### config.mk
export PLATFORM = sky130hd
export DESIGN_NAME = clint_arm_ctrl
export DESIGN_NICKNAME = d
export VERILOG_FILES = /design/src/rtl/clint_pkg.sv /design/src/rtl/clint_bus_xfer.sv /design/src/rtl/clint_arm_ctrl.sv
export SDC_FILE = /design/constraint.sdc
export NUM_CORES = 1
export LEC_CHECK = 0
export BUFFER_PORTS_ARGS = -buffer_cell sky130_fd_sc_hd__buf_2
export CAP_MARGIN = 20
export CORE_AREA = 2 2 182 184
export CTS_CLUSTER_DIAMETER = 120
export DETAILED_ROUTE_END_ITERATION = 8
export DIE_AREA = 0 0 184 186
export PLACE_DENSITY = 0.7
export SLEW_MARGIN = 20
export SYNTH_ARGS = -nofsm -noshare
export SYNTH_HDL_FRONTEND = slang
export SYNTH_SLANG_ARGS = --single-unit
### constraint.sdc
create_clock -name clk -period 5.8 [get_ports clk]
set_input_delay 1.16 -clock clk [delete_from_list [all_inputs] [get_ports clk]]
set_output_delay 1.16 -clock clk [all_outputs]
set_load 0.1 [all_outputs]
### src/rtl/clint_pkg.sv
// Shared definitions for the CLINT timer-arming block.
//   - CLINT register offsets relative to the CLINT base address
//   - sequencer state encoding
//   - bus command bundle handed from the sequencer to the transfer engine
//   - default per-transfer timeout
package clint_pkg;

  localparam logic [31:0] MTIMECMP_LO_OFF = 32'h0000_4000;
  localparam logic [31:0] MTIMECMP_HI_OFF = 32'h0000_4004;
  localparam logic [31:0] MTIME_LO_OFF    = 32'h0000_BFF8;
  localparam logic [31:0] MTIME_HI_OFF    = 32'h0000_BFFC;

  localparam int unsigned DEFAULT_TIMEOUT_CYC = 64;

  typedef enum logic [3:0] {
    IDLE,
    RD_HI0,
    RD_LO,
    RD_HI1,
    CALC,
    WR_HI_MAX,
    WR_LO,
    WR_HI,
    DONE,
    ERR
  } state_t;

  typedef struct packed {
    logic        we;
    logic [31:0] addr;
    logic [31:0] wdata;
  } xfer_cmd_t;

endpackage

### src/rtl/clint_bus_xfer.sv
// Single bus transfer engine with per-transfer timeout.
//   start      in   one-cycle pulse; launches cmd when no transfer is active
//   cmd        in   we/addr/wdata of the transfer to launch
//   bus_*      out  request held stable until bus_ready is sampled high
//   bus_ready  in   responder completion
//   bus_rdata  in   read data, valid with bus_ready
//   ack        out  combinational: the current edge completes the transfer
//   timeout    out  combinational: the current edge expires the transfer
//   rdata      out  read data to capture on the ack edge
module clint_bus_xfer
  import clint_pkg::*;
#(
  parameter int unsigned TIMEOUT_CYC = DEFAULT_TIMEOUT_CYC
) (
  input  logic        clk,
  input  logic        rst_n,
  input  logic        start,
  input  xfer_cmd_t   cmd,
  output logic        bus_en,
  output logic        bus_we,
  output logic [31:0] bus_addr,
  output logic [31:0] bus_wdata,
  input  logic [31:0] bus_rdata,
  input  logic        bus_ready,
  output logic        ack,
  output logic        timeout,
  output logic [31:0] rdata
);

  localparam int unsigned CW = $clog2(TIMEOUT_CYC) + 1;
  localparam logic [CW-1:0] LAST = CW'(TIMEOUT_CYC - 1);

  // Counts completed bus_en cycles without bus_ready; cleared at launch.
  logic [CW-1:0] cnt;

  assign ack     = bus_en & bus_ready;
  assign timeout = bus_en & ~bus_ready & (cnt == LAST);
  assign rdata   = bus_rdata;

  // NOTE: state is updated with non-blocking assignments only, and the
  // async reset branch clears bus_en immediately, independent of the clock.
  always_ff @(posedge clk or negedge rst_n) begin
    if (!rst_n) begin
      bus_en    <= 1'b0;
      bus_we    <= 1'b0;
      bus_addr  <= '0;
      bus_wdata <= '0;
      cnt       <= '0;
    end else if (start && !bus_en) begin
      bus_en    <= 1'b1;
      bus_we    <= cmd.we;
      bus_addr  <= cmd.addr;
      bus_wdata <= cmd.wdata;
      cnt       <= '0;
    end else if (bus_en) begin
      if (bus_ready || cnt == LAST) begin
        bus_en <= 1'b0;
      end else begin
        cnt <= cnt + 1'b1;
      end
    end
  end

endmodule

### src/rtl/clint_arm_ctrl.sv
// Arms the CLINT timer: reads MTIME (hi/lo/hi with rollover retry), adds a
// delta, and writes MTIMECMP as hi=max, lo, hi so no spurious interrupt can
// fire while the 64-bit compare value is half written.
//   arm_req/arm_delta  in   start a sequence with a new delta
//   periodic_en        in   re-arm on each timer_irq rising edge
//   timer_irq          in   CLINT timer interrupt level
//   bus_*              out/in  simple request/ready bus
//   busy/done/err      out  sequence status; done/err are one-cycle pulses
//   cmp_value          out  last computed MTIMECMP value
module clint_arm_ctrl
  import clint_pkg::*;
#(
  parameter logic [31:0] CLINT_BASE  = 32'h0200_0000,
  parameter int unsigned TIMEOUT_CYC = DEFAULT_TIMEOUT_CYC
) (
  input  logic        clk,
  input  logic        rst_n,
  input  logic        arm_req,
  input  logic [31:0] arm_delta,
  input  logic        periodic_en,
  input  logic        timer_irq,
  output logic        bus_en,
  output logic        bus_we,
  output logic [31:0] bus_addr,
  output logic [31:0] bus_wdata,
  input  logic [31:0] bus_rdata,
  input  logic        bus_ready,
  output logic        busy,
  output logic        done,
  output logic        err,
  output logic [63:0] cmp_value
);

  localparam logic [31:0] A_MTIME_LO = CLINT_BASE + MTIME_LO_OFF;
  localparam logic [31:0] A_MTIME_HI = CLINT_BASE + MTIME_HI_OFF;
  localparam logic [31:0] A_CMP_LO   = CLINT_BASE + MTIMECMP_LO_OFF;
  localparam logic [31:0] A_CMP_HI   = CLINT_BASE + MTIMECMP_HI_OFF;

  state_t      state;
  logic [31:0] delta_q;
  logic [31:0] hi_q;
  logic [31:0] lo_q;
  logic        irq_q;
  logic        xfer_start;
  xfer_cmd_t   xfer_cmd;
  logic        xfer_ack;
  logic        xfer_to;
  logic [31:0] xfer_rdata;
  logic        per_trig;

  assign per_trig = periodic_en & timer_irq & ~irq_q;

  clint_bus_xfer #(
    .TIMEOUT_CYC(TIMEOUT_CYC)
  ) u_xfer (
    .clk      (clk),
    .rst_n    (rst_n),
    .start    (xfer_start),
    .cmd      (xfer_cmd),
    .bus_en   (bus_en),
    .bus_we   (bus_we),
    .bus_addr (bus_addr),
    .bus_wdata(bus_wdata),
    .bus_rdata(bus_rdata),
    .bus_ready(bus_ready),
    .ack      (xfer_ack),
    .timeout  (xfer_to),
    .rdata    (xfer_rdata)
  );

  // A launch is a registered one-cycle start pulse, so the engine raises
  // bus_en one cycle after the previous ack: that cycle is the idle gap.
  always_ff @(posedge clk or negedge rst_n) begin
    if (!rst_n) begin
      state      <= IDLE;
      delta_q    <= '0;
      hi_q       <= '0;
      lo_q       <= '0;
      irq_q      <= 1'b0;
      xfer_start <= 1'b0;
      xfer_cmd   <= '0;
      busy       <= 1'b0;
      done       <= 1'b0;
      err        <= 1'b0;
      cmp_value  <= '0;
    end else begin
      xfer_start <= 1'b0;
      irq_q      <= timer_irq;
      if (xfer_to) begin
        state <= ERR;
        err   <= 1'b1;
      end else begin
        case (state)
          IDLE: begin
            if (arm_req || per_trig) begin
              if (arm_req) delta_q <= arm_delta;
              busy       <= 1'b1;
              xfer_start <= 1'b1;
              xfer_cmd   <= '{we: 1'b0, addr: A_MTIME_HI, wdata: 32'h0};
              state      <= RD_HI0;
            end
          end
          RD_HI0: if (xfer_ack) begin
            hi_q       <= xfer_rdata;
            xfer_start <= 1'b1;
            xfer_cmd   <= '{we: 1'b0, addr: A_MTIME_LO, wdata: 32'h0};
            state      <= RD_LO;
          end
          RD_LO: if (xfer_ack) begin
            lo_q       <= xfer_rdata;
            xfer_start <= 1'b1;
            xfer_cmd   <= '{we: 1'b0, addr: A_MTIME_HI, wdata: 32'h0};
            state      <= RD_HI1;
          end
          RD_HI1: if (xfer_ack) begin
            if (xfer_rdata != hi_q) begin
              // lo rolled over between the hi reads; re-read lo under new hi
              hi_q       <= xfer_rdata;
              xfer_start <= 1'b1;
              xfer_cmd   <= '{we: 1'b0, addr: A_MTIME_LO, wdata: 32'h0};
              state      <= RD_LO;
            end else begin
              state <= CALC;
            end
          end
          CALC: begin
            cmp_value  <= {hi_q, lo_q} + {32'h0, delta_q};
            xfer_start <= 1'b1;
            xfer_cmd   <= '{we: 1'b1, addr: A_CMP_HI, wdata: 32'hFFFF_FFFF};
            state      <= WR_HI_MAX;
          end
          WR_HI_MAX: if (xfer_ack) begin
            xfer_start <= 1'b1;
            xfer_cmd   <= '{we: 1'b1, addr: A_CMP_LO, wdata: cmp_value[31:0]};
            state      <= WR_LO;
          end
          WR_LO: if (xfer_ack) begin
            xfer_start <= 1'b1;
            xfer_cmd   <= '{we: 1'b1, addr: A_CMP_HI, wdata: cmp_value[63:32]};
            state      <= WR_HI;
          end
          WR_HI: if (xfer_ack) begin
            done  <= 1'b1;
            state <= DONE;
          end
          DONE: begin
            done  <= 1'b0;
            busy  <= 1'b0;
            state <= IDLE;
          end
          ERR: begin
            err   <= 1'b0;
            busy  <= 1'b0;
            state <= IDLE;
          end
          default: state <= IDLE;
        endcase
      end
    end
  end

endmodule

# Word-level counts from Yosys, hierarchy flattened
# Cells that the tools add are included.
totals:
  ff_bits: 307
  input_bits: 70
classes:
  add_sub_neg: 2
  bitwise: 8
  eq_ne: 27
  mux: 40
  n_reduce_logical: 22
ops:
  columns: ["cell", "n"]
  rows:
  - ["two-way mux 65 bit", 7]
  - ["case mux 65 bit (7 select lines)", 1]
  - ["two-way mux 32 bit", 3]
  - ["adder 64 x 32 -> 64 bit", 1]
  - ["case mux 32 bit (2 select lines)", 1]
  - ["two-way mux 4 bit", 8]
  - ["!= test 32 bit", 1]
  - ["case mux 4 bit (8 select lines)", 1]
  - ["two-way mux 7 bit", 3]
  - ["!= test 3 x 1 -> 1 bit (second input constant)", 6]
  - ["== test 4 x 3 -> 1 bit (second input constant)", 4]
  - ["!= test 2 x 1 -> 1 bit (second input constant)", 7]
  - ["two-way mux 1 bit", 12]
  - ["nonzero test 2 bit", 5]
  - ["AND reduction 3 bit", 3]
  - ["AND reduction 9 bit", 1]
  - ["== test 4 x 2 -> 1 bit (second input constant)", 2]
  - ["== test 4 bit (second input constant)", 2]
  - ["adder 7 x 1 -> 7 bit (second input constant)", 1]
  - ["== test 7 x 6 -> 1 bit (second input constant)", 1]
  - ["AND reduction 7 bit", 1]
  - ["nonzero test 7 bit", 1]
  - ["bitwise AND 1 bit", 5]
  - ["AND reduction 5 bit", 1]
  - ["other kinds (15)", 21]

# Longest topological paths before layout
# Gate-level depths: netlist of the first run.
depth:
  ltp_word: 6
  depth_mapped: 12

# Modules after synthesis
# A second synthesis of the first run with hierarchy kept.
unflattened:
  cells_unflattened: 1491
  hier_area_um2: 14236.2
modules_own_cells:
  columns: ["mod", "n_inst", "area_each_um2", "seq_area_each_um2", "cells_each"]
  rows:
  - ["clint_arm_ctrl", 1, 11136.9, 5129.9, 1143]
  - ["clint_bus_xfer", 1, 3099.2, 1826.8, 348]

# Worst setup path after synthesis of the first run
# No wires, ideal clock.
synth_timing:
  path_type: "input to register"
  startpoint: "input port bus_ready"
  endpoint: "register delta_q[10]"
  setup_slack_ns: 2.821
  arrival_ns: 2.854
  n_path_buf: 1
  t_required_ns: 5.675
  path_stages: 7
  cell_sequence: "nor2b_1 nand4_1 nor2_1 or4_1 nor3b_1 buf_2 mux2_2"
synth_between:
  elab_chain_cells: 5
synth_lines:
  columns: ["item", "line_no", "source"]
  rows:
  - ["start, declared", "clint_arm_ctrl.sv:27", "input logic bus_ready,"]
  - ["inverter 1 bit", "clint_bus_xfer.sv:37", "assign timeout = bus_en & ~bus_ready & (cnt == LAST);"]
  - ["bitwise AND 1 bit (2 in a row)", "clint_bus_xfer.sv:37", null]
  - ["inverter 1 bit (no line)", null, null]
  - ["AND reduction 4 bit (no line)", null, null]
  - ["end signal, assigned", "clint_arm_ctrl.sv:96", "if (arm_req) delta_q <= arm_delta;"]
  - ["end, declared", "clint_arm_ctrl.sv:40", "logic [31:0] delta_q;"]
# No other way between the ends.
# A chain may end at the register's enable or synchronous reset.

# Worst setup path in the final report of the first run
layout_timing:
  startpoint: "register delta_q[16]"
  endpoint: "register cmp_value[63]"
layout_between:
  elab_chain_cells: 1
layout_lines:
  columns: ["item", "line_no", "source"]
  rows:
  - ["adder 64 x 32 -> 64 bit", "clint_arm_ctrl.sv:127", "cmp_value <= {hi_q, lo_q} + {32'h0, delta_q};"]
  - ["end signal, assigned", "clint_arm_ctrl.sv:127", null]
  - ["end, declared", "clint_arm_ctrl.sv:31", "output logic [63:0] cmp_value"]
# No other way between the ends.

==> results of run 1 <==
==> worst reg2reg max path, cell delays in order (launching register included) <==
cell	delay, ns
dfrtp_1	0.39
ha_1	0.41
a21oi_1	0.32
o21ai_1	0.14
a21oi_1	0.21
o31ai_1	0.12
or4b_4	0.56
a311oi_4	0.70
nor4_1	0.19
xnor2_1	0.24
o21ai_0	0.11
==> metal layers <==
layer	vias up	GRT usage, %	part of all wire, %
met4	0	6.144	2.9
met1	4673	28.44	47
met3	63	2.778	5.4
met2	308	31.67	45
met5	-	0	0
li1	4668	-	-
==> cell usage after synthesis, types with 11 or more instances <==
cell type	number	area, sq um
xnor2_1	36	315.3
nand2_1	246	923.4
nand4_1	15	93.84
nor4_1	18	112.6
ha_1	33	412.9
buf_4	29	217.7
nand3_1	25	125.1
o21ai_0	103	515.5
buf_2	11	55.05
dfrtp_1	249	6231
xor2_1	58	508.0
nor3_1	11	55.05
a21oi_1	70	350.3
mux2_2	128	1441
and3_1	13	81.33
clkbuf_1	52	195.2
a21o_1	22	165.2
nor2_1	41	153.9
o21ai_1	12	60.06
==> flip-flops by register name, indices dropped and copies added (netlist names), 4 cells and up <==
name and cells:
state 4, cmp_value 64, lo_q 32, u_xfer.cnt 7, u_xfer.bus_wdata 32, delta_q 32, xfer_cmd 36, hi_q 32
u_xfer.bus_addr 4
==> stage by stage <==
stage	power [mW]	hold WS, ns	std cells
2_1_floorplan	4.870	0.4312	1287
3_3_place_gp	5.546	0.4492	1796
3_5_place_dp	5.606	0.4536	1796
4_1_cts	7.419	0.4686	1848
5_1_grt	7.824	0.4858	1848
6_report	7.391	0.4633	1848
==> kinds of logic (layout without fill, tap and decap cells) <==
group,count (synthesis),in the layout
other,1,17
AND/OR/NAND/NOR,409,409
flip-flops,249,249
multiplexers,130,130
adder cells (fa/ha/maj),34,34
AO/OA/AOI/OAI,250,250
XOR/XNOR,94,94
buffers and inverters,104,257
==> power groups by stage <==
stage / Clock, mW / Sequential (mW) / Combinational (mW)
final: 1.78 / 2.48 / 3.13
after global routing: 1.89 / 2.54 / 3.40
after CTS: 1.82 / 2.48 / 3.12
after detailed placement: 0 / 2.50 / 3.10
after global placement: 0 / 2.48 / 3.06
after floorplan: 0 / 2.43 / 2.44
==> worst paths after layout <==
| kind | depth (start not counted) | slack (ns) | end |
|---|---|---|---|
| worst min register to register | 2 | 0.46 | u_xfer.bus_wdata[0] |
| min in group asynchronous | 1 | 0.60 | delta_q[7] |
| worst min-delay path | 2 | 0.46 | u_xfer.bus_wdata[0] |
| worst max-delay path | 10 | 2.26 | cmp_value[63] |
| max in group asynchronous | 2 | 3.95 | irq_q |
| worst max register to register | 10 | 2.26 | cmp_value[63] |
==> layout make-up <==
class	count	area [sq um]
clock inverters	9	113.9
multi-input cells	934	6056
inverters	8	30.03
clock buffers	43	808.3
fillers	3084	17420
well taps	408	510.5
repair buffers	197	1039
flip-flops and latches	249	6231
==> impl_metrics.env, run 1 <==
export IMPL_power_density_mw_per_mm2=499.8
export IMPL_finalClockSkew_ns=0.01322
export IMPL_final_common_cell="dfrtp_1"
export IMPL_viasPerCell=5.255
export IMPL_path_buf_inv=0
export IMPL_drtIter0Drc=806
export IMPL_clock_latency_ns=0.56
export IMPL_cp_slowest_cell="a311oi_4"
export IMPL_synthFlopType="dfrtp_1"
export IMPL_path_cells="ha_1 -> a21oi_1 -> o21ai_1 -> a21oi_1 -> o31ai_1 -> or4b_4 -> a311oi_4 -> nor4_1 -> xnor2_1 -> o21ai_0"
export IMPL_final_setup_viol_count=0
export IMPL_synth_mux_area_share_pct=11.48
export IMPL_ioPinCount=203
export IMPL_cts_hold_buf=0
export IMPL_p_seq_share_pct=33.5
export IMPL_holdCritPathClass="register to register"
export IMPL_syn_inst=1271
export IMPL_syn2layout_area_growth_pct=16.11
export IMPL_port_buffers=185
export IMPL_clk_pin_slew_worst_paths_ns=0.06
export IMPL_dpl_cell_area_sq_mm=0.01387
export IMPL_cts_max_path_buffers=3
export IMPL_fmax_ghz=0.2821
export IMPL_hold_start="xfer_cmd[0]"
export IMPL_synth_yosys_warnings=0
export IMPL_mostFrequentLayoutCells="249 x dfrtp_1, 246 x nand2_1, 184 x buf_2, 128 x mux2_2, 103 x o21ai_0"
export IMPL_synth_edff_count=0
export IMPL_rows=66
export IMPL_p_clk_share_pct=24.1
export IMPL_critical_path_arrival_ns=3.96
export IMPL_die_x_um=184
export IMPL_synth_avg_cell_area_sq_um=10.02
export IMPL_synth_compound_gate_area_share_pct=11.30
export IMPL_cts_tree="built"
export IMPL_tns_ns=0
export IMPL_synth_async_reset_ratio_pct=100.0
export IMPL_crit_top_cell="a21oi_1"
export IMPL_utilization_pct=45.92
export IMPL_diodes=0
export IMPL_yosysSeqAreaShare_pct=48.92
export IMPL_routed_wl_um=33830
export IMPL_critPathKind="register to register"
export IMPL_switchingPower_mw=3.123
export IMPL_postCtsSetupRepairBufs=0
export IMPL_pwr_share_comb_pct=42.4
export IMPL_final_area_sq_mm=0.01479
export IMPL_yosysUniqueCellTypes=59
export IMPL_cts_max_level=1
export IMPL_maxCapViolCount=0
export IMPL_fin_crit_ns=3.545
export IMPL_netlist_area_sq_mm=0.01274
export IMPL_synth_xor_area_share_pct=6.464
export IMPL_ir_drop_mv=0.3204
export IMPL_status="finished, final reports clean"
export IMPL_fin_crit_sh_pct=61.12
export IMPL_r2r_start="delta_q[16]"
export IMPL_root_buffer="clkbuf_16"
export IMPL_detail_route_antenna_nets=0
export IMPL_dp_final_hpwl_um=25410
export IMPL_routabilityCongestion=0.8674
export IMPL_place_ws_ns=2.286
export IMPL_cts_sinks=249
export IMPL_vias=9712
export IMPL_worstMarginPinSlew_ns=0.9670
export IMPL_slowest_delay_ns=0.70
export IMPL_fp_coreArea_sq_mm=0.03221
export IMPL_initial_utilization_pct=39.55
export IMPL_synth_top_family_by_area="simple AND/OR/NAND/NOR gates"
export IMPL_slew_headroom_pct=35.46
export IMPL_synth_seq_cells=249
export IMPL_hold_viol=0
export IMPL_p_int_mw=4.268
export IMPL_die_area_sq_mm=0.03422
export IMPL_cp_required_ns=6.21
export IMPL_wire_per_inst_um=18.30
export IMPL_antenna_found_initial=0
export IMPL_grt_pass1_vias=9506
export IMPL_critical_path_top_delay_family="compound AO/OA/AOI/OAI gates"
export IMPL_drv_slew=0
export IMPL_rsz0062_at_grt="no"
export IMPL_crit_path_start_kind="register"
export IMPL_synth_adder_area_share_pct=3.399
export IMPL_drc=0
export IMPL_grt_max_degree=101
export IMPL_leakage_nw=7.160
export IMPL_dr_pass1_iters=5
export IMPL_cp_startpoint="delta_q[16]"
export IMPL_final_nets=1523
export IMPL_grt_pass1_wl_um=53170
export IMPL_grt_use_total_pct=19.98
export IMPL_finalWorstSetupSlack_ns=2.255
export IMPL_die_y_um=186
export IMPL_power_share_switching_pct=42.25
export IMPL_synth_simple_gate_area_share_pct=14.30
export IMPL_grt_overflow=0
export IMPL_cts_resized=0
export IMPL_path_max_fanout=16
export IMPL_end_kind="register"
export IMPL_cts_buffers=29
export IMPL_final_layout_size_suffix_gt1_share_pct=26.74
Note: power is estimated with default switching activity, not from simulation.
==> inputs of run 2 (changes only) <==
==> constraint.sdc (replaced) <==
create_clock -name clk -period 3.38 [get_ports clk]
set_input_delay 0.676 -clock clk [delete_from_list [all_inputs] [get_ports clk]]
set_output_delay 0.676 -clock clk [all_outputs]
set_load 0.1 [all_outputs]
==> run 2 against run 1 <==
Against the previous run:
- clock power is 66% higher
- sequential power rose by 69%
- count of clock-buffer cells in the layout shrank 3
- non-clock buffer count up 13
- sequential share of layout area fell by 0.29 points
- worst setup slack got worse by 2.1 ns
- clock skew grew 0.0045 ns
- combinational power is 77% higher
- critical endpoint is now cmp_value[30]
- largest cell class unchanged
- largest power group unchanged
==> impl_metrics.env, run 2 (same netlist as run 1, synthesis figures left out) <==
export IMPL_top_register="cmp_value"
export IMPL_postCtsSetupRepairBufs=0
export IMPL_largest_reg_flops=64
export IMPL_finalClockSkew_ns=0.01772
export IMPL_end_kind="register"
export IMPL_cts_tree="built"
export IMPL_grt_pass1_wl_um=52470
export IMPL_drv_slew=0
export IMPL_detail_route_antenna_nets=0
export IMPL_drc=0
export IMPL_holdCritPathClass="primary input to async pin"
export IMPL_grt_overflow=0
export IMPL_antenna_found_initial=2
export IMPL_busiest_layer="met2"
export IMPL_r2r_start="delta_q[0]"
export IMPL_met3_usage_pct=3.522
export IMPL_tns_ns=0
export IMPL_fp_coreArea_sq_mm=0.03221
export IMPL_die_x_um=184
export IMPL_diodes=0
export IMPL_grt_met2_usage_pct=31.32
export IMPL_grt_pass1_vias=9484
export IMPL_final_setup_viol_count=0
export IMPL_final_area_sq_mm=0.01489
export IMPL_port_buffers=185
export IMPL_rsz0062_at_grt="no"
export IMPL_critical_path_arrival_ns=3.57
export IMPL_worstMarginPinSlew_ns=0.9774
export IMPL_cts_buffers=27
export IMPL_grt_max_degree=119
export IMPL_status="finished, final reports clean"
export IMPL_ioPinCount=203
export IMPL_path_max_fanout=4
export IMPL_clk_pin_slew_worst_paths_ns=0.06
export IMPL_power_density_mw_per_mm2=852.3
export IMPL_initial_utilization_pct=39.55
export IMPL_ir_drop_mv=0.7337
export IMPL_fin_hold_ws_ns=0.1231
export IMPL_reg_largest_list="cmp_value (64), xfer_cmd (36)"
export IMPL_syn2layout_area_growth_pct=16.91
export IMPL_mostFrequentLayoutCells="249 x dfrtp_1, 246 x nand2_1, 184 x buf_2, 128 x mux2_2, 103 x o21ai_0"
export IMPL_final_common_cell="dfrtp_1"
export IMPL_cts_max_path_buffers=3
export IMPL_dr_pass1_iters=5
export IMPL_final_layout_size_suffix_gt1_share_pct=27.35
export IMPL_wire_per_inst_um=18.06
export IMPL_maxCapViolCount=0
export IMPL_fmax_ghz=0.3132
export IMPL_hold_viol=0
export IMPL_crit_path_start_kind="register"
export IMPL_fin_crit_ns=3.193
export IMPL_cp_required_ns=3.75
export IMPL_leakage_nw=7.217
export IMPL_clock_latency_ns=0.54
export IMPL_cts_sinks=249
export IMPL_routabilityCongestion=0.8709
export IMPL_grt_use_total_pct=19.59
export IMPL_critPathKind="register to register"
export IMPL_die_area_sq_mm=0.03422
export IMPL_slew_headroom_pct=34.84
export IMPL_dpl_cell_area_sq_mm=0.01399
export IMPL_viasPerCell=5.276
export IMPL_rows=66
export IMPL_drtIter0Drc=628
export IMPL_vias=9792
export IMPL_cts_hold_buf=0
export IMPL_fin_crit_sh_pct=94.47
export IMPL_root_buffer="clkbuf_16"
export IMPL_cts_max_level=1
export IMPL_cp_startpoint="delta_q[0]"
export IMPL_dp_final_hpwl_um=25140
export IMPL_use_met1_pct=26.81
export IMPL_final_nets=1534
export IMPL_routed_wl_um=33530
export IMPL_die_y_um=186
export IMPL_cts_resized=0
-- run 2: layer usage --
layer  up-vias  wire, um
met4         4      1108
met5         -        21
met2       331     15120
met3        76      2108
met1      4700     15170
li1       4681         -
-- run 2: path summary, 6_finish.rpt --
path / cells after the start / to / slack, ns
setup reg to reg: 12 / cmp_value[30] / 0.19
hold / removal: 1 / delta_q[6] / 0.12
hold reg to reg: 2 / u_xfer.bus_wdata[11] / 0.46
max in group asynchronous: 2 / cmp_value[45] / 2.43
min in group clk: 1 / irq_q / 0.27
setup / recovery: 12 / cmp_value[30] / 0.19
-- run 2: through the flow --
step | power (mW) | util [%] | instances | worst slack, ns
6_report | 12.69 | 46.23 | 1856 | 0.1870
5_1_grt | 13.45 | 46.23 | 1856 | 0.003692
4_1_cts | 12.69 | 46.18 | 1854 | 0.1980
3_5_place_dp | 9.669 | 43.43 | 1807 | 0.2166
3_3_place_gp | 9.549 | 43.43 | 1807 | 0.2764
2_1_floorplan | 8.356 | - | 1287 | 0.5446
-- run 2: cell type report --
| type | count | area (sq um) |
|---|---|---|
| clock inverters | 7 | 113.9 |
| inverters | 8 | 30.03 |
| flip-flops and latches | 249 | 6231 |
| well taps | 408 | 510.5 |
| repair buffers | 210 | 1174 |
| multi-input cells | 934 | 6056 |
| fillers | 3071 | 17320 |
| clock buffers | 40 | 774.5 |
-- run 2: critical path, stage by stage (launching register included) --
cell and delay (ns):
dfrtp_1 0.38, ha_1 0.23, fa_1 0.43, a211oi_1 0.28
o21ai_1 0.19, o21ai_1 0.32, and2_1 0.21, nor4b_1 0.30
buf_4 0.18, o31a_1 0.18, o21ai_0 0.12, xnor2_1 0.13
o21ai_0 0.08
-- run 2: power breakdown --
group	internal [mW]	total [mW]	leakage (nW)	switching, mW
registers	3.57	4.20	2.95	0.637
logic	2.04	5.53	3.83	3.49
clock network	1.80	2.96	0.437	1.16
==> inputs of run 3 (changes only) <==
--- a/config.mk
+++ b/config.mk
@@ -6,12 +6,10 @@
 export NUM_CORES = 1
 export LEC_CHECK = 0
 export BUFFER_PORTS_ARGS = -buffer_cell sky130_fd_sc_hd__buf_2
-export CAP_MARGIN = 20
-export CORE_AREA = 2 2 182 184
+export CORE_AREA = 4 4 184 186
 export CTS_CLUSTER_DIAMETER = 120
 export DETAILED_ROUTE_END_ITERATION = 8
-export DIE_AREA = 0 0 184 186
-export PLACE_DENSITY = 0.7
+export DIE_AREA = 0 0 188 190
 export SLEW_MARGIN = 20
 export SYNTH_ARGS = -nofsm -noshare
 export SYNTH_HDL_FRONTEND = slang
==> run 3 against run 2 <==
Against the previous run:
- design area is 1.2% higher
- global-route usage shrank 1.1 points
- power is 2.8% higher
- count of clock-buffer cells in the layout decreased by 1
- critical path depth shrank 2
- non-clock buffer count down 1
- via count down 0.82%
- maximum frequency increased by 1.6%
- combinational power about the same
- clock skew shrank 0.0026 ns
- wire length up 0.60%
- highest routed layer is now met4
==> impl_metrics.env, run 3 (same netlist as run 1, synthesis figures left out) <==
export IMPL_die_y_um=190
export IMPL_antenna_found_initial=0
export IMPL_cts_buffers=29
export IMPL_r2r_start="delta_q[7]"
export IMPL_utilization_pct=46.65
export IMPL_port_buffers=185
export IMPL_drtIter0Drc=720
export IMPL_multiInputGateArea_sq_mm=0.006062
export IMPL_drt_met1_wl_um=16100
export IMPL_rsz0062_at_grt="no"
export IMPL_initial_utilization_pct=39.44
export IMPL_highest_layer="met4"
export IMPL_dr_pass1_iters=5
export IMPL_viasPerCell=5.128
export IMPL_grt_pass1_wl_um=53300
export IMPL_wl_met2_um=14720
export IMPL_final_common_cell="dfrtp_1"
export IMPL_fin_crit_sh_pct=93.02
export IMPL_ir_drop_mv=0.4076
export IMPL_cts_tree="built"
export IMPL_final_nets=1535
export IMPL_holdCritPathClass="primary input to async pin"
export IMPL_cts_max_level=1
export IMPL_critical_path_arrival_ns=3.60
export IMPL_die_area_sq_mm=0.03572
export IMPL_cp_required_ns=3.84
export IMPL_fmax_ghz=0.3181
export IMPL_grt_pass1_vias=9524
export IMPL_grt_use_total_pct=18.47
export IMPL_mostFrequentLayoutCells="249 x dfrtp_1, 246 x nand2_1, 184 x buf_2, 128 x mux2_2, 103 x o21ai_0"
export IMPL_grt_max_degree=119
export IMPL_diodes=0
export IMPL_tns_ns=0
export IMPL_routed_wl_met3_um=2082
export IMPL_top_register="cmp_value"
export IMPL_critPathKind="register to register"
export IMPL_status="finished, final reports clean"
export IMPL_power_density_mw_per_mm2=865.7
export IMPL_vias=9712
export IMPL_crit_path_start_kind="register"
export IMPL_cts_resized=0
export IMPL_cp_startpoint="delta_q[7]"
export IMPL_die_x_um=188
export IMPL_reg_largest_list="cmp_value (64), xfer_cmd (36)"
export IMPL_path_max_fanout=11
export IMPL_fillers=3076
export IMPL_fp_coreArea_sq_mm=0.03229
export IMPL_slew_headroom_pct=34.80
export IMPL_grt_overflow=0
export IMPL_detail_route_antenna_nets=0
export IMPL_final_setup_viol_count=0
export IMPL_finalClockSkew_ns=0.01508
export IMPL_routed_wl_um=33730
export IMPL_syn2layout_area_growth_pct=18.27
export IMPL_fin_hold_ws_ns=0.1735
export IMPL_routabilityCongestion=0.8970
export IMPL_largest_reg_flops=64
export IMPL_fin_crit_ns=3.144
export IMPL_drv_slew=0
export IMPL_postCtsSetupRepairBufs=0
export IMPL_ioPinCount=203
export IMPL_cts_sinks=249
export IMPL_clk_pin_slew_worst_paths_ns=0.06
export IMPL_cts_max_path_buffers=3
export IMPL_hold_viol=0
export IMPL_worstMarginPinSlew_ns=0.9780
export IMPL_dp_final_hpwl_um=25360
export IMPL_maxCapViolCount=0
export IMPL_wire_per_inst_um=17.81
export IMPL_final_layout_size_suffix_gt1_share_pct=27.82
export IMPL_seq_area_sq_mm=0.006231
export IMPL_rows=66
export IMPL_clock_latency_ns=0.54
export IMPL_drc=0
export IMPL_leakage_nw=7.275
export IMPL_root_buffer="clkbuf_16"
export IMPL_cts_hold_buf=0
export IMPL_end_kind="register"
==> run 3: final cells by class <==
cell class / instances / share of cell area [%]
tap: 442 / 3.671
clock buffer: 39 / 5.399
inverter: 8 / 0.1994
clock inverter: 13 / 1.296
multi-input combinational: 934 / 40.24
sequential: 249 / 41.37
timing repair buffer: 209 / 7.825
==> run 3: critical path, cell delays in order, from the launching register on <==
cell      delay, ns
dfrtp_1        0.37
ha_1           0.39
o211ai_1       0.12
nor4_1         0.30
o21ai_1        0.19
a211o_1        0.34
a211o_1        0.35
nand2_2        0.25
nand2b_4       0.11
or4_1          0.48
a31oi_1        0.17
==> run 3: stage by stage <==
step / setup WS [ns] / std cells / power, mW / cell area [sq um]
2_1_floorplan: 0.5446 / 1287 / 8.356 / 12800
3_3_place_gp: 0.3401 / 1842 / 9.684 / 14050
3_5_place_dp: 0.2872 / 1842 / 9.768 / 14050
4_1_cts: 0.2745 / 1894 / 13.10 / 15060
5_1_grt: 0.1165 / 1894 / 13.83 / 15060
6_report: 0.2359 / 1894 / 13.04 / 15060
==> run 3: per-layer routing <==
metal / vias to the layer above / track usage, %
met2: 299 / 28.51
met5: - / 0
li1: 4694 / -
met3: 58 / 3.156
met4: 0 / 5.025
met1: 4661 / 26.99
==> run 3: path summary, 6_finish.rpt <==
path | end | slack (ns) | cells after the start
worst min register to register | u_xfer.bus_wdata[11] | 0.46 | 2
worst min-delay path | delta_q[6] | 0.17 | 1
max in group asynchronous | u_xfer.bus_wdata[26] | 2.39 | 2
worst max register to register | cmp_value[54] | 0.24 | 10
worst max-delay path | cmp_value[54] | 0.24 | 10
min in group clk | irq_q | 0.27 | 1
==> run 3: report_power, final <==
group	switching [mW]	leakage [nW]	total [mW]	internal, mW
clock	1.22	0.494	3.27	2.06
sequential	0.641	2.95	4.21	3.57
combinational	3.50	3.83	5.56	2.06
